$ cat src/rtl/debug_uart_tx.sv
// debug_uart_tx: buffered, transmit-only 8N1 UART for the on-chip debugger.
// Reply bytes are queued in a small circular FIFO and serialised LSB-first on
// TXD by a self-timed frame FSM. Consecutive queued bytes go out with no idle
// gap between frames.
// Optional feature: define DEBUG_UART_TX_PARITY_EN to insert an even-parity
// bit between the data bits and the stop bit (11-bit frames).
module debug_uart_tx #(
   parameter int BAUD_PERIOD = 217,  // clk cycles per bit, 2..10000
   parameter int FIFO_DEPTH  = 8     // power of two, >= 2
) (
   input  logic                             clk,
   input  logic                             reset_n,
   input  logic                             sync_reset,
   input  logic                             tx_enable,
   input  logic [7:0]                       data_in,
   input  logic                             data_valid,
   output logic                             data_ready,
   output logic                             TXD,
   output logic                             busy,
   output logic [$clog2(FIFO_DEPTH+1)-1:0]  fifo_count,
   output logic                             tx_done_pulse
);

   localparam int PTR_W  = $clog2(FIFO_DEPTH);
   localparam int CNT_W  = $clog2(FIFO_DEPTH + 1);
   localparam int BAUD_W = $clog2(BAUD_PERIOD);

   typedef enum logic [2:0] {
      ST_IDLE,
      ST_START,
      ST_DATA,
`ifdef DEBUG_UART_TX_PARITY_EN
      ST_PARITY,
`endif
      ST_STOP
   } state_t;

   // FIFO
   logic [7:0]       mem [FIFO_DEPTH];
   logic [PTR_W-1:0] wr_ptr_q;
   logic [PTR_W-1:0] rd_ptr_q;
   logic [CNT_W-1:0] count_q;
   logic             push;
   logic             pop;
   logic             fifo_has_data;
   logic [7:0]       head;

   // Frame engine
   state_t           state_q, state_d;
   logic [BAUD_W-1:0] baud_q, baud_d;
   logic [2:0]       bit_q, bit_d;
   logic [7:0]       shift_q, shift_d;
   logic             txd_q, txd_d;
   logic             done;
   logic             bit_end;
`ifdef DEBUG_UART_TX_PARITY_EN
   logic             parity_q, parity_d;
`endif

   // Fullness is judged on the registered count, so a full FIFO refuses a
   // write even in a cycle where it also pops.
   assign data_ready    = (count_q != CNT_W'(FIFO_DEPTH));
   assign fifo_has_data = (count_q != '0);
   assign push          = data_valid && data_ready && !sync_reset;
   assign head          = mem[rd_ptr_q];
   assign bit_end       = (baud_q == BAUD_W'(BAUD_PERIOD - 1));

   // FIFO storage: written only on accepted pushes.
   // NOTE: the storage array has no reset; its contents are only ever read
   // behind the occupancy counter, so resetting it would buy nothing.
   always_ff @(posedge clk) begin
      if (push) begin
         mem[wr_ptr_q] <= data_in;
      end
   end

   // FIFO pointers and occupancy counter; pointers wrap naturally.
   // NOTE: all clocked state uses non-blocking assignments so every register
   // samples the pre-edge values regardless of statement order.
   always_ff @(posedge clk or negedge reset_n) begin
      if (!reset_n) begin
         wr_ptr_q <= '0;
         rd_ptr_q <= '0;
         count_q  <= '0;
      end else if (sync_reset) begin
         wr_ptr_q <= '0;
         rd_ptr_q <= '0;
         count_q  <= '0;
      end else begin
         if (push) wr_ptr_q <= wr_ptr_q + PTR_W'(1);
         if (pop)  rd_ptr_q <= rd_ptr_q + PTR_W'(1);
         case ({push, pop})
            2'b10:   count_q <= count_q + CNT_W'(1);
            2'b01:   count_q <= count_q - CNT_W'(1);
            default: count_q <= count_q;
         endcase
      end
   end

   // Next-state, baud/bit counters, shift register and next TXD level.
   // NOTE: every signal written here gets a default first, so no path can
   // leave one unassigned and infer a latch.
   always_comb begin
      state_d  = state_q;
      baud_d   = baud_q;
      bit_d    = bit_q;
      shift_d  = shift_q;
      txd_d    = txd_q;
      pop      = 1'b0;
      done     = 1'b0;
`ifdef DEBUG_UART_TX_PARITY_EN
      parity_d = parity_q;
`endif

      case (state_q)
         ST_IDLE: begin
            baud_d = '0;
            txd_d  = 1'b1;
            if (fifo_has_data && tx_enable) begin
               pop     = 1'b1;
               state_d = ST_START;
               txd_d   = 1'b0;
            end
         end

         ST_START: begin
            if (bit_end) begin
               state_d = ST_DATA;
               baud_d  = '0;
               bit_d   = 3'd0;
               txd_d   = shift_q[0];
            end else begin
               baud_d = baud_q + BAUD_W'(1);
            end
         end

         ST_DATA: begin
            if (bit_end) begin
               baud_d = '0;
               if (bit_q == 3'd7) begin
`ifdef DEBUG_UART_TX_PARITY_EN
                  state_d = ST_PARITY;
                  txd_d   = parity_q;
`else
                  state_d = ST_STOP;
                  txd_d   = 1'b1;
`endif
               end else begin
                  bit_d   = bit_q + 3'd1;
                  shift_d = shift_q >> 1;
                  txd_d   = shift_q[1];
               end
            end else begin
               baud_d = baud_q + BAUD_W'(1);
            end
         end

`ifdef DEBUG_UART_TX_PARITY_EN
         ST_PARITY: begin
            if (bit_end) begin
               state_d = ST_STOP;
               baud_d  = '0;
               txd_d   = 1'b1;
            end else begin
               baud_d = baud_q + BAUD_W'(1);
            end
         end
`endif

         ST_STOP: begin
            if (bit_end) begin
               done   = 1'b1;
               baud_d = '0;
               if (fifo_has_data && tx_enable) begin
                  pop     = 1'b1;
                  state_d = ST_START;
                  txd_d   = 1'b0;
               end else begin
                  state_d = ST_IDLE;
                  txd_d   = 1'b1;
               end
            end else begin
               baud_d = baud_q + BAUD_W'(1);
            end
         end

         default: begin
            state_d = ST_IDLE;
            baud_d  = '0;
            txd_d   = 1'b1;
         end
      endcase

      // A pop always loads the head byte for the frame about to start.
      if (pop) begin
         shift_d  = head;
`ifdef DEBUG_UART_TX_PARITY_EN
         parity_d = ^head;
`endif
      end
   end

   // Frame engine registers; TXD is registered and forced high by reset.
   always_ff @(posedge clk or negedge reset_n) begin
      if (!reset_n) begin
         state_q  <= ST_IDLE;
         baud_q   <= '0;
         bit_q    <= '0;
         shift_q  <= '0;
         txd_q    <= 1'b1;
`ifdef DEBUG_UART_TX_PARITY_EN
         parity_q <= 1'b0;
`endif
      end else if (sync_reset) begin
         state_q  <= ST_IDLE;
         baud_q   <= '0;
         bit_q    <= '0;
         shift_q  <= '0;
         txd_q    <= 1'b1;
`ifdef DEBUG_UART_TX_PARITY_EN
         parity_q <= 1'b0;
`endif
      end else begin
         state_q  <= state_d;
         baud_q   <= baud_d;
         bit_q    <= bit_d;
         shift_q  <= shift_d;
         txd_q    <= txd_d;
`ifdef DEBUG_UART_TX_PARITY_EN
         parity_q <= parity_d;
`endif
      end
   end

   assign TXD           = txd_q;
   assign busy          = (state_q != ST_IDLE);
   assign fifo_count    = count_q;
   // A frame being cleared by sync_reset never reports completion.
   assign tx_done_pulse = done && !sync_reset;

endmodule

$ cat config.mk
export PLATFORM = sky130hd
export DESIGN_NAME = debug_uart_tx
export DESIGN_NICKNAME = d
export VERILOG_FILES = /design/src/rtl/debug_uart_tx.sv
export SDC_FILE = /design/constraint.sdc
export NUM_CORES = 1
export LEC_CHECK = 0
export CELL_PAD_IN_SITES_DETAIL_PLACEMENT = 1
export CELL_PAD_IN_SITES_GLOBAL_PLACEMENT = 1
export CORE_MARGIN = 3
export CORE_UTILIZATION = 40
export CTS_CLUSTER_SIZE = 24
export DETAILED_ROUTE_END_ITERATION = 6
export HOLD_SLACK_MARGIN = 0.1
export PLACE_DENSITY_LB_ADDON = 0.1
export SKIP_LAST_GASP = 1
export SLEW_MARGIN = 0
export SYNTH_ARGS = -nofsm -noshare
export SYNTH_HDL_FRONTEND = slang
export SYNTH_SLANG_ARGS = --single-unit
export TNS_END_PERCENT = 100
$ cat constraint.sdc
create_clock -name clk -period 6.7 [get_ports clk]
set_input_delay 0.67 -clock clk [delete_from_list [all_inputs] [get_ports clk]]
set_output_delay 0.67 -clock clk [all_outputs]
set_load 0.005 [all_outputs]
* Word-level counts from Yosys, hierarchy flattened *
Memories as Yosys holds them, arrays and structs flattened.
Cells that the tools add are included.

operators by class
  shift-type cells = 0
  multipliers = 0
  order comparisons = 0
  equality and inequality tests = 15
  multiplexer cells = 41
  reductions and logical operators = 19
  div/mod/pow operators = 0
  bitwise logic cells = 0
  $add $sub $neg = 6

operators with widths
  cell                   number
  $mux W8                8
  $mux W3                14
  $ne A3 B3 Y1 const B   7
  $reduce_bool A3 Y1     5
  $mux W1                13
  $pmux W3 S4            1
  $add A3 B1 Y3 const B  3
  $add A8 B1 Y8 const B  1
  $eq A8 B8 Y1 const B   1
  $pmux W4 S2            1
  $eq A3 B2 Y1 const B   2
  $pmux W3 S2            1
  $reduce_and A3 Y1      2
  $reduce_and A5 Y1      1
  $add A4 B1 Y4 const B  1
  $logic_and A1 B1 Y1    4
  $mux W4                1
  $ne A4 B4 Y1 const B   1
  $pmux W1 S4            1
  $reduce_and A4 Y1      1
  $reduce_bool A2 Y1     2
  $reduce_bool A4 Y1     1
  $sub A4 B1 Y4 const B  1
  $eq A3 B1 Y1 const B   1
  other kinds (7)        7

word-level totals
  ROM bits = 0
  RAM bits = 64
  bits in registers = 33
  latch bits = 0
  memories kept = 1

memory list
  name  depth  bits a word  read ports  clocked after memory_dff  wr ports  line  source
  mem   8      8            1           0                         1         39    logic [7:0] mem [FIFO_DEPTH];

* Logic depth before layout (Yosys ltp) *
  depth after elaboration = 8
  depth in mapped cells = 13
  depth with buffers taken out = 11

* Least setup slack after synthesis *
Ideal clock, no wire load.

  path type = reg-to-reg
  start = reg count_q[1], in the netlist fifo_count[1]
  end = reg count_q[2], in the netlist fifo_count[2]
  path buffers = 3
  data arrival time = 2.453 ns
  setup time = 0.104 ns
  cell stages (with the launch flop) = 12
  period minus slack after synthesis = 2.557 ns
  setup slack = 4.143 ns
  path through = dfrtp_1 buf_6 o41ai_2 nor2_1 nand2_1 buf_4 clkbuf_1 nor2_1 xor2_1 ha_1 a22o_2 a221oi_1

on the way
  cells in the longest elaborated chain, start to end = 8

RTL lines
  what                                                 line      source
  start, declared                                      42        logic [CNT_W-1:0] count_q;
  start signal, assigned                               93        2'b10: count_q <= count_q + CNT_W'(1);
  start signal, assigned                               94        2'b01: count_q <= count_q - CNT_W'(1);
  start signal, assigned                               95        default: count_q <= count_q;
  $reduce_bool A4 Y1                                   63        assign fifo_has_data = (count_q != '0);
  $logic_and A1 B1 Y1                                  119, 174
  $mux W1                                              119, 174
  $mux W1                                              171       if (bit_end) begin
  $pmux W1 S2                                          115       case (state_q)
  $eq A2 B1 Y1 / $eq A2 B2 Y1 (equally long branches)  92        case ({push, pop})
  $pmux W4 S2                                          92
  $mux W4                                              85        end else if (sync_reset) begin

Parallel ways exist; a longest one is shown, timed or not.
A chain may end at the register's enable or synchronous reset.

* Worst setup path in the final report *
  start = in sync_reset
  end = out tx_done_pulse

on the way
  cells in the longest elaborated chain, start to end = 2

RTL lines
  what                 line  source
  start, declared      13    input logic sync_reset,
  $logic_not A1 Y1     239   assign tx_done_pulse = done && !sync_reset;
  $logic_and A1 B1 Y1  239
  end, declared        21    output logic tx_done_pulse

Every way passes these cells.

==> key figures <==
Status
  • Status: complete, no violations

GRT
  • Vias in the first global route: 2572
  • Total track usage: 15.9%
  • Pin count of the biggest net entering global routing: 33
  • Antenna violations before repair: 0
  • First-pass GRT wire length: 14000 µm
  • Grt ovf: 0

Final layout
  • Finished Cell Area: 4810 µm²
  • Final Net Count: 350
  • Most frequent cells in the layout: edfxtp_1 (64), nor2_1 (38), dfrtp_1 (31)
  • Ratio of cells with drive above 1 in the final layout: 13.3%
  • Seq. cell area: 2720 µm²
  • Share of the core filled with cells: 46.4%
  • P&R area growth vs syn: 12.5%
  • Footprint of the multi-input gates: 1450 µm²
  • Diode count: 0
  • # fillers: 1069
  • Most common cell after layout, fill and taps aside: edfxtp_1

Logic synthesis
  • EDFF count, synth: 64
  • Seq/Total Area, Yosys: 63.7%
  • Most common flop cell mapped by yosys: edfxtp_1
  • Yosys Warn Count: 0
  • Post-synthesis cell count: 305
  • Post-Syn Area: 4280 µm²
  • Share of synthesized registers carrying an async set or reset: 33.3%
  • Yosys reg bits: 96
  • Post-Syn Nets: 330
  • Post-synth cell types: 48
  • Mean post-synth cell area: 14.0 µm²

Floorplan
  • Chip Width: 109 µm
  • Total die area: 12000 µm²
  • Row Count: 37
  • DIE HEIGHT: 109 µm
  • Initial Util: 41.3%
  • Num ports: 21
  • Core ar.: 10400 µm²

Run
  • Total of max-cap violations: 0

CTS
  • Sink Count: 96
  • Worst-skew pair later-pin latency: 0.38 ns
  • H-tree level count: 3
  • CTS tree: built
  • Root Driver: clkbuf_8
  • Total CTS buffers: 9
  • Clock Pin Slew Worst Setup and Hold Paths: 0.10 ns
  • Setup Fix Bufs, Post-CTS: 0
  • Post_cts resized: 0
  • Post-CTS Hold Buffers: 0
  • Worst-case clock buffer depth: 2

Timing
  • Worst hold slack: 0.496 ns
  • Max-slew headroom: 17.9%
  • Slew Viols, Final: 0
  • Final setup vio count: 0
  • Worst slew pin tran: 1.22 ns
  • TNS Setup: 0 ns
  • Fin crit period: 3.25 ns
  • Highest Clock Rate: 307 MHz
  • Final hold vios: 0
  • Unrepaired setup endpoints after global routing: no
  • Skew final: 0.0208 ns
  • Period Utilization, post-route: 48.6%

Setup path
  • Reg2reg end: fifo_count[2]
  • Cell Chain, Critical Path: clkdlybuf4s50_1, inv_1, and3_1, clkdlybuf4s50_1
  • Critical path required time: 6.03 ns
  • R2R setup slack: 3.86 ns
  • FF-to-FF path depth: 9
  • Startpoint type of the worst setup path: input port
  • Crit path max fanout: 21
  • Slowest-stage cell, CP: clkdlybuf4s50_1
  • Max incr delay on CP: 0.99 ns
  • Crit end category: output pin
  • CP Class: in2out
  • CP arrival: 2.58 ns
  • FF-to-FF Start: state_q[0]
  • CP most frequent cell: clkdlybuf4s50_1
  • Critical path launch point: sync_reset

Power
  • PD cells: 336 nW/µm²
  • P_leak: 0.00174 µW
  • Max IR drop VDD: 0.127 mV

Placement
  • Post-DP Area: 4590 µm²
  • DP HPWL: 5820 µm
  • Final weighted congestion in routability-driven placement: 0.724
  • Port bufs: 20

Detailed routing
  • Routed wire length per instance: 18.8 µm
  • Detailed router's first-iteration violation count: 101
  • Vias per Instance: 5.34
  • Drc violations: 0
  • Routed Antenna Nets: 0
  • Drt pass-1 iters: 4
  • Via count: 2489
  • Routed wire length: 8750 µm

Hold path
  • Worst hold path class: reg2reg
  • Hold Path Origin: shift_q[0]
  • Min-Delay Path Depth: 2
  • Hold endpoint: shift_q[0]
## metal layers
layer / wire length [µm] / track usage [%] / up-vias
li1: - / - / 1165
met4: 85 / 5.16 / 0
met5: 0 / 0 / -
met1: 4060 / 21.0 / 1291
met2: 4380 / 26.2 / 26
met3: 225 / 3.58 / 7
## power breakdown
group          switching [µW]  total, µW  internal, µW  leakage [µW]
clock                     232        416           184      0.000111
sequential               53.4        733           680       0.00101
combinational             242        466           224      0.000613
## state kept, by name, summed over array words and instances, names as in the netlist
register and count:
rd_ptr_q 3, state_q 2, TXD 1, fifo_count 4, bit_q 3, shift_q 8
mem 64, wr_ptr_q 3, baud_q 8
## Yosys cell counts (2+ instances only)
cell,instances,area (µm²)
dfrtp_1,31,776
inv_1,8,30.0
nand2_1,27,101
nor3_1,3,15.0
nor2_1,38,143
edfxtp_1,64,1920
clkbuf_1,6,22.5
o41ai_2,2,32.5
ha_1,12,150
o21ai_0,15,75.1
xnor2_1,4,35.0
nor2b_1,2,12.5
a21o_1,2,15.0
buf_2,3,15.0
mux4_2,16,360
a21oi_1,12,60.1
or3_1,2,12.5
buf_6,2,22.5
buf_4,2,15.0
mux2i_1,10,100
xor2_1,8,70.1
nand3_1,5,25.0
and3_1,4,25.0
nand2b_1,3,18.8
## metrics by stage
step                setup WS (ns)  power, µW  cells
finish                       3.45       1620    466
CTS                          3.38       1650    466
global placement             3.28       1210    450
global route                 3.27       1730    466
detailed placement           3.19       1220    450
floorplan                    4.14       1090    305
## cell families (layout without fill, tap and decap cells)
group | count (synthesis) | in the layout | synth area share (%)
AOI/OAI and AO/OA | 42 | 42 | 6.46
xor gates and xnor gates | 13 | 13 | 2.84
adders and majority gates | 12 | 12 | 3.51
buffers and inverters | 22 | 47 | 2.54
DFF | 96 | 96 | 63.7
muxes | 27 | 27 | 11.0
and+or+nand+nor | 93 | 93 | 9.97
## critical path, delay by kind of cell
family / cells / cell delay (ns)
buf+inv: 3 / 1.69
simple gates: 1 / 0.22
## cell type report
cell class | count | share of cell area, %
clock buffers | 9 | 2.57
clock inverters | 7 | 1.98
inverters | 8 | 0.624
multi-input cells | 187 | 30.1
flip-flops and latches | 96 | 56.6
well taps | 136 | 3.54
repair buffers | 23 | 4.63
## worst max path at each step
stage,endpoint,depth (start not counted)
detailed placement,mem[0][6],3
finish,tx_done_pulse,4
CTS,tx_done_pulse,4
floorplan,fifo_count[2],11
global route,tx_done_pulse,4
global placement,mem[0][4],3
Note: power is estimated with default switching activity, not from simulation.
